File: config.mk
export PLATFORM = sky130hd
export DESIGN_NAME = phase_sequencer
export DESIGN_NICKNAME = d
export VERILOG_FILES = /design/src/rtl/phase_sequencer_pkg.sv /design/src/rtl/phase_sequencer_btn_debounce.sv /design/src/rtl/phase_sequencer.sv
export SDC_FILE = /design/constraint.sdc
export NUM_CORES = 1
export LEC_CHECK = 0
export ABC_CLOCK_PERIOD_IN_PS = 2200
export BUFFER_PORTS_ARGS = -buffer_cell sky130_fd_sc_hd__buf_2
export CAP_MARGIN = 0
export CORE_MARGIN = 1
export CORE_UTILIZATION = 54
export CTS_BUF_LIST = sky130_fd_sc_hd__clkbuf_8
export DETAILED_ROUTE_END_ITERATION = 6
export GPL_TIMING_DRIVEN = 0
export PLACE_DENSITY = 0.9
export SETUP_SLACK_MARGIN = 0.05
export SYNTH_ARGS = -nofsm -noshare
export SYNTH_HDL_FRONTEND = slang
export SYNTH_SLANG_ARGS = --single-unit
File: constraint.sdc
create_clock -name clk -period 2.2 [get_ports clk]
set_clock_uncertainty 0.2 [all_clocks]
set_input_delay 0.22 -clock clk [delete_from_list [all_inputs] [get_ports clk]]
set_output_delay 0.22 -clock clk [all_outputs]
set_load 0.02 [all_outputs]
File: src/rtl/phase_sequencer_pkg.sv
// Shared definitions for the phase sequencer: FSM state encoding and the
// legal ranges of the NPHASE / DIV parameters.
package phase_sequencer_pkg;

  localparam int NPHASE_MIN = 2;
  localparam int NPHASE_MAX = 8;
  localparam int DIV_MIN    = 1;
  localparam int DIV_MAX    = 16;

  localparam logic [1:0] ST_IDLE = 2'd0;
  localparam logic [1:0] ST_RUN  = 2'd1;
  localparam logic [1:0] ST_STEP = 2'd2;

  typedef enum logic [1:0] {
    IDLE = ST_IDLE,
    RUN  = ST_RUN,
    STEP = ST_STEP
  } ps_state_e;

endpackage

File: src/rtl/phase_sequencer_btn_debounce.sv
// btn_debounce: 2-FF synchroniser followed by a down-counter debouncer.
// The synchronised input must differ from the accepted level for 2^DBW-1
// consecutive clocks before it is taken; 'rise' pulses for one clock when
// the accepted level goes 0->1.
module btn_debounce
  import phase_sequencer_pkg::*;
#(
  parameter int DBW = 16
) (
  input  logic clk,
  input  logic rst,
  input  logic din,
  output logic rise
);

  logic [1:0]     sync;
  logic           stable;
  logic [DBW-1:0] cnt;

  // Bring the raw button into the clk domain.
  always_ff @(posedge clk or posedge rst) begin
    if (rst) sync <= 2'b00;
    else     sync <= {sync[0], din};
  end

  // Reload on agreement, count down on disagreement, accept at terminal count.
  always_ff @(posedge clk or posedge rst) begin
    if (rst) begin
      stable <= 1'b0;
      cnt    <= '1;
      rise   <= 1'b0;
    end else begin
      rise <= 1'b0;
      if (sync[1] == stable) begin
        cnt <= '1;
      end else if (cnt == DBW'(1)) begin
        stable <= sync[1];
        cnt    <= '1;
        rise   <= sync[1];
      end else begin
        cnt <= cnt - 1'b1;
      end
    end
  end

endmodule

File: src/rtl/phase_sequencer.sv
// phase_sequencer: steps an instruction through NPHASE phases of DIV clocks
// each, strobing phase_en at each phase commit and counting retired
// instructions. Optional single-step button support is enabled by defining
// the macro PHASE_STEP_EN.
//
//  state | meaning
//  IDLE  | not sequencing; divider and phase held at 0
//  RUN   | free-running instructions back to back while run=1
//  STEP  | executing exactly one instruction for a step event
module phase_sequencer
  import phase_sequencer_pkg::*;
#(
  parameter int NPHASE = 5,
  parameter int DIV    = 2,
  parameter int DBW    = 16
) (
  input  logic                      clk,
  input  logic                      rst,
  input  logic                      run,
  input  logic                      stall,
  input  logic                      step_btn,
  output logic [$clog2(NPHASE)-1:0] phase,
  output logic [NPHASE-1:0]         phase_en,
  output logic                      inst_done,
  output logic                      busy,
  output logic [31:0]               retired
);

  localparam int PW = $clog2(NPHASE);
  localparam int DW = (DIV > 1) ? $clog2(DIV) : 1;
  localparam logic [DW-1:0] DIV_LAST  = DW'(DIV - 1);
  localparam logic [PW-1:0] PH_LAST   = PW'(NPHASE - 1);

  ps_state_e     state;
  logic [DW-1:0] div_cnt;
  logic          tick;
  logic          last_phase;
  logic          step_evt;

`ifdef PHASE_STEP_EN
  btn_debounce #(.DBW(DBW)) u_btn_debounce (
    .clk  (clk),
    .rst  (rst),
    .din  (step_btn),
    .rise (step_evt)
  );
`else
  // Button is not wired in this build; STEP can never be entered.
  logic unused_step;
  assign unused_step = step_btn ^ DBW[0];
  assign step_evt    = 1'b0;
`endif

  assign busy       = (state != IDLE);
  assign tick       = busy & ~stall & (div_cnt == DIV_LAST);
  assign last_phase = (phase == PH_LAST);
  assign inst_done  = tick & last_phase;
  assign phase_en   = tick ? (NPHASE'(1) << phase) : '0;

  // Mode control; stall freezes every transition, including leaving IDLE.
  always_ff @(posedge clk or posedge rst) begin
    if (rst) begin
      state <= IDLE;
    end else if (!stall) begin
      case (state)
        IDLE:    if (run)           state <= RUN;
                 else if (step_evt) state <= STEP;
        RUN:     if (inst_done && !run) state <= IDLE;
        STEP:    if (inst_done)         state <= IDLE;
        default: state <= IDLE;
      endcase
    end
  end

  // Clock divider and phase counter; both wrap to 0 at instruction end,
  // which is why they already sit at 0 whenever the FSM is back in IDLE.
  always_ff @(posedge clk or posedge rst) begin
    if (rst) begin
      div_cnt <= '0;
      phase   <= '0;
    end else if (tick) begin
      div_cnt <= '0;
      phase   <= last_phase ? '0 : phase + 1'b1;
    end else if (busy && !stall) begin
      div_cnt <= div_cnt + 1'b1;
    end
  end

  // Retired-instruction counter, wraps modulo 2^32.
  always_ff @(posedge clk or posedge rst) begin
    if (rst)            retired <= '0;
    else if (inst_done) retired <= retired + 32'd1;
  end

endmodule

Yosys cells after proc, flatten, opt, wreduce, memory -nomap -nowiden
Index checks and enable logic that the tools add are counted.
Cells by class
  $add $sub $neg: 3
  equality and inequality tests: 6
  shifts and indexed selects: 1
  multiplexer cells: 8
  bitwise gates (word level): 4
  reduce and logical (&&, ||, !) cells: 8
Operators by type and width (number)
  adder 32 x 1 -> 32 bit (second input constant): 1
  two-way mux 2 bit: 3
  != test 2 bit (second input constant): 3
  one-hot mux 2 bit (3 select lines): 1
  two-way mux 5 bit: 1
  << shifter 1 x 3 -> 5 bit (first input constant): 1
  AND reduction 4 bit: 1
  nonzero test 2 bit: 2
  adder 3 x 1 -> 3 bit (second input constant): 1
  bitwise AND 1 bit: 3
  equality test 3 bit (second input constant): 1
  two-way mux 3 bit: 1
  equality test 2 x 1 -> 1 bit (second input constant): 1
  equality test 2 bit (second input constant): 1
  logical AND 1 bit: 2
  logical NOT 1 bit: 2
  logical NOT 2 bit: 1
  two-way mux 1 bit: 2
  adder 1 bit (second input constant): 1
  NOT 1 bit: 1
Storage, ports and cells
  register bits: 38
  input port bits: 5
  output and inout port bits: 42
  word-level logic and storage cells: 34

Longest topological paths before layout
  depth in word-level cells: 7
  mapped depth: 7
  depth with buffers taken out: 6

Worst setup path after synthesis
OpenSTA, ideal clock, no wires.
  path type: flip-flop to flip-flop
  start point: register phase[0]
  end point: register retired[1]
  setup time: 0.125 ns
  arrival: 1.733 ns
  data required time: 1.875 ns
  slack: 0.143 ns
  cell stages (with the launch flop): 6
  buffers on the path: 0
  period minus slack after synthesis: 2.057 ns
  cells stage by stage: dfrtp_1 > inv_1 > ha_1 > nand2_1 > nor2_1 > mux2_2
Between the ends
  word-level cells in the longest chain between the ends: 2
Ends and longest elaborated chain
  from (decl): line phase_sequencer.sv:22  | output logic [$clog2(NPHASE)-1:0] phase,
  from (signal assigned): line phase_sequencer.sv:83  | phase <= last_phase ? '0 : phase + 1'b1;
  equality test 3 bit: line phase_sequencer.sv:56  | assign last_phase = (phase == PH_LAST);
  bitwise AND 1 bit: line phase_sequencer.sv:57  | assign inst_done = tick & last_phase;
  named net inst_done: line phase_sequencer.sv:24  | output logic inst_done,
  to (signal assigned): line phase_sequencer.sv:92  | else if (inst_done) retired <= retired + 32'd1;
  to (decl): line phase_sequencer.sv:26  | output logic [31:0] retired
The timed path passes the listed nets, and every way through them passes these cells.
A chain may end at the register's enable or synchronous reset.

Worst setup path after layout
  start point: register phase[0]
  end point: register retired[12]
Between the ends
  word-level cells in the longest chain between the ends: 2
Ends and longest elaborated chain (line)
  equality test 3 bit: phase_sequencer.sv:56
  bitwise AND 1 bit: phase_sequencer.sv:57
Every way passes these cells.

==> summary.md <==
| Metric | Value |
|---|---|
| Status | `finished, final reports clean` |
| Number of distinct library cells after synthesis | `25` |
| FFs w/ async S/R, synth | `between 90% and 100%` |
| Sequential Area | `between 900 and 1000 µm²` |
| Power density over the cells | `around 740 nW/µm²` |
| Reg-to-reg critical path startpoint | `phase[0]` |
| Cell type group with the largest total delay on the critical path | `simple AND/OR/NAND/NOR gates` |
| Wire length of the first global-routing pass | `6000 µm` |
| R2R Path End | `retired[12]` |
| CTS tree | `yes` |
| H-tree depth reported by CTS | `2` |
| Share of the cycle needed by the critical path after routing | `around 95%` |
| Terminating pin of the worst hold path | `div_cnt` |
| CTS root buffer | `sky130_fd_sc_hd__clkbuf_8` |
| Number of hold-slack violations in the final timing report | `0` |
| Total non-filler cell area in the finished layout | `2280 µm²` |
| Most used DFF post-synth | `sky130_fd_sc_hd__dfrtp_1` |
| Post-Route Hold Slack | `about 35 ps` |
| Post-Layout Cell Count | `268` |
| Overall Global Routing Usage | `about 23%` |
| Max rail drop VDD | `slightly below 0.6 mV` |
| Number of flops mapped to enable cells by yosys | `0` |
| Half-perimeter wire length after detailed placement | `between 2000 and 2500 µm` |
| Core Area | `approximately 3100 µm²` |
| Top-level I/O count | `47` |
| Worst-Margin Slew | `roughly 750 ps` |
| Number of iterations in the first detailed-routing pass | `4` |
| Layout filler cell count | `approximately 230` |
| Inst Count DP | `around 250` |
| DP Worst Slack | `47.3 ps` |
| Via density | `between 5 and 6` |
| Clock latency of the later-clocked register in the worst-skew pair | `between 200 and 300 ps` |
| Worst-path clk slew | `70 ps` |
| Static leakage power | `1.21 nW` |
| Setup CP Type | `flip-flop to flip-flop` |
| Clock period minus worst slack | `between 2000 and 2500 ps` |
| Count of buffers inserted at the top-level ports | `45` |
| Final setup margin | `around 120 ps` |
| Number of cell rows | `20` |
| GR Overflow Total | `0` |
| Required time reported for the critical path endpoint | `approximately 2200 ps` |
| DIE HEIGHT | `around 60 µm` |
| Net count of the mapped netlist | `between 150 and 200` |
| Hold wc startpoint | `stall` |
| R2R depth | `7` |
| Combined area of the multi-input logic cells | `848 µm²` |
| Antenna cells | `0` |
| Worst reg-to-reg setup slack | `between 100 and 150 ps` |
| Cell Area, Synth | `1820 µm²` |
| Finish-stage setup viols | `0` |
| Yosys warnings | `0` |
| Number of DRC markers in iteration 0 | `64` |
| Initial antenna violation count | `0` |
| Clock sinks | `37` |
| Final weighted congestion in routability-driven placement | `roughly 0.77` |
| Highest clock rate | `0.480 GHz` |
| RSZ-0062 raised after global routing | `true` |
| Horizontal die dimension | `approximately 60 µm` |
| Avg Cell Area, Syn | `~11 µm²` |
| Routed via count | `about 1400` |
| Floorplan die area | `around 3600 µm²` |
| Clock tree buffer depth | `2` |
| Number of remaining DRC errors | `0` |
| Initial standard-cell utilization of the core | `roughly three fifths` |
| Class of the worst hold path | `input port to flip-flop` |
| Worst Path Arrival | `2040 ps` |
| Cells on Worst Hold Path | `3` |
| Max-Cap Viols | `0` |
| Cell with the biggest individual delay on the critical path | `sky130_fd_sc_hd__dfrtp_1` |
| Placed cell areas | `2100 µm²` |
| Critical Path Max Stage Delay | `~430 ps` |
| Buffer and inverter count on the worst path | `2` |
| Share of synthesized area occupied by flip-flops and latches | `between 50% and 60%` |
| Worst max-slew margin expressed relative to the limit | `roughly 50%` |
| Cell count after synthesis | `between 150 and 200` |
| Critical Path Start Type | `flip-flop` |
| Final layout net count | `approximately 230` |
| Pin count of the biggest net entering global routing | `38` |
| WL/cell | `around 14 µm` |
| Number of slew-limit violations in the final report | `0` |
| Largest fanout on the critical path | `10` |
| Nature of the critical path endpoint | `flip-flop` |
| Total of flip-flops plus latches after synthesis | `37` |
| TritonCTS Buffers | `5` |
| Post-detailed-route count of antenna-violating nets | `0` |
| Number of global-route vias before repair | `between 1000 and 1500` |
| Fraction of final layout cells sized beyond drive strength 1 | `about a third` |
| Cell Chain, Critical Path | `inv_1, ha_1, nand4_1, nor3_4, clkbuf_4, nand3_1, xnor2_1` |
| Aggregate routed wire length | `about 3600 µm` |
| Area grow syn2layout | `25.1%` |
-- tightest hold or removal path: stages --
cell	delay [ps]
sky130_fd_sc_hd__buf_2	90
sky130_fd_sc_hd__nand2b_1	110
sky130_fd_sc_hd__xnor2_1	60
-- metrics by stage --
step	utilization, %	TNS [ps]	power [mW]
after floorplan	-	0	1.09
after global placement	67.2	0	1.19
after detailed placement	67.2	0	1.20
after CTS	70.8	0	1.66
after global routing	72.9	-51.5	1.79
final	72.9	0	1.69
-- power breakdown --
part	total [mW]	internal [mW]	switching [mW]
sequential	0.797	0.738	0.0588
combinational	0.443	0.186	0.257
clock	0.449	0.215	0.234
-- cell usage in the layout (no fill, tap or decap), types with 6 or more instances in the layout --
cell                      count
sky130_fd_sc_hd__nand2_1      7
sky130_fd_sc_hd__ha_1         6
sky130_fd_sc_hd__dfrtp_1     37
sky130_fd_sc_hd__nand3_1     11
sky130_fd_sc_hd__inv_1        8
sky130_fd_sc_hd__buf_2       47
sky130_fd_sc_hd__buf_4        8
sky130_fd_sc_hd__xnor2_1     27
sky130_fd_sc_hd__nand4_1     17
-- per-layer routing --
metal	track usage [%]	vias up	part of all wire, %
met1	29.7	685	45
li1	-	683	-
met3	5.41	7	4.1
met5	0	-	0
met2	34.7	43	49
met4	12.6	0	2.2
-- cell families after synthesis --
logic type                 count (synthesis)  share of synthesized area (%)
AOI/OAI and AO/OA                          4                           1.37
and+or+nand+nor                           67                           23.2
muxes                                      2                           1.24
buffers and inverters                     15                           3.91
adders and majority gates                  6                           4.12
DFF                                       37                           50.8
xor gates and xnor gates                  32                           15.4
-- worst max path at each step --
stage                  start     endpoint  slack [ps]  depth (start not counted)
floorplan           phase[0]   retired[1]         140                          5
CTS                 phase[0]  phase_en[4]          60                          6
global placement    phase[0]  retired[29]          70                          7
finish              phase[0]  retired[12]         120                          7
global route        phase[0]  retired[26]         -30                          7
detailed placement  phase[0]  retired[27]          50                          7
-- final cells by class --
class | instances | share of cell area [%]
buffer | 7 | 1.98
clock buffer | 5 | 3.02
clock inverter | 3 | 0.604
inverter | 8 | 1.32
multi-input combinational | 111 | 37.2
sequential | 37 | 40.6
tap | 44 | 2.41
timing repair buffer | 53 | 12.8
-- synth_stat cells (4+ instances only) --
cell type                 instances  share of area (%)
sky130_fd_sc_hd__dfrtp_1         37                 51
sky130_fd_sc_hd__xnor2_1         27                 13
sky130_fd_sc_hd__nand4_1         17                5.8
sky130_fd_sc_hd__nand3_1         11                3.0
sky130_fd_sc_hd__inv_1            8                1.6
sky130_fd_sc_hd__nand2_1          8                1.6
sky130_fd_sc_hd__ha_1             6                4.1
sky130_fd_sc_hd__and3_1           5                1.7
sky130_fd_sc_hd__nor3b_1          5                2.1
sky130_fd_sc_hd__xor2_1           5                2.4
sky130_fd_sc_hd__and2_1           4                1.4
sky130_fd_sc_hd__nor2_1           4               0.82
sky130_fd_sc_hd__nor3_1           4                1.1
-- state kept, by name, summed over array words and instances (netlist names) --
register  flops
retired      32
phase         3
div_cnt       1
state         1
-- timing repair --
item	CTS	global route
hold buffers	2	1
pin swaps	0	3
gates resized for setup	2	6
buffers inserted	0	5
setup endpoints to repair	4	25
endpoints found under the hold margin	1	37
(Power assumes the default switching activity.)
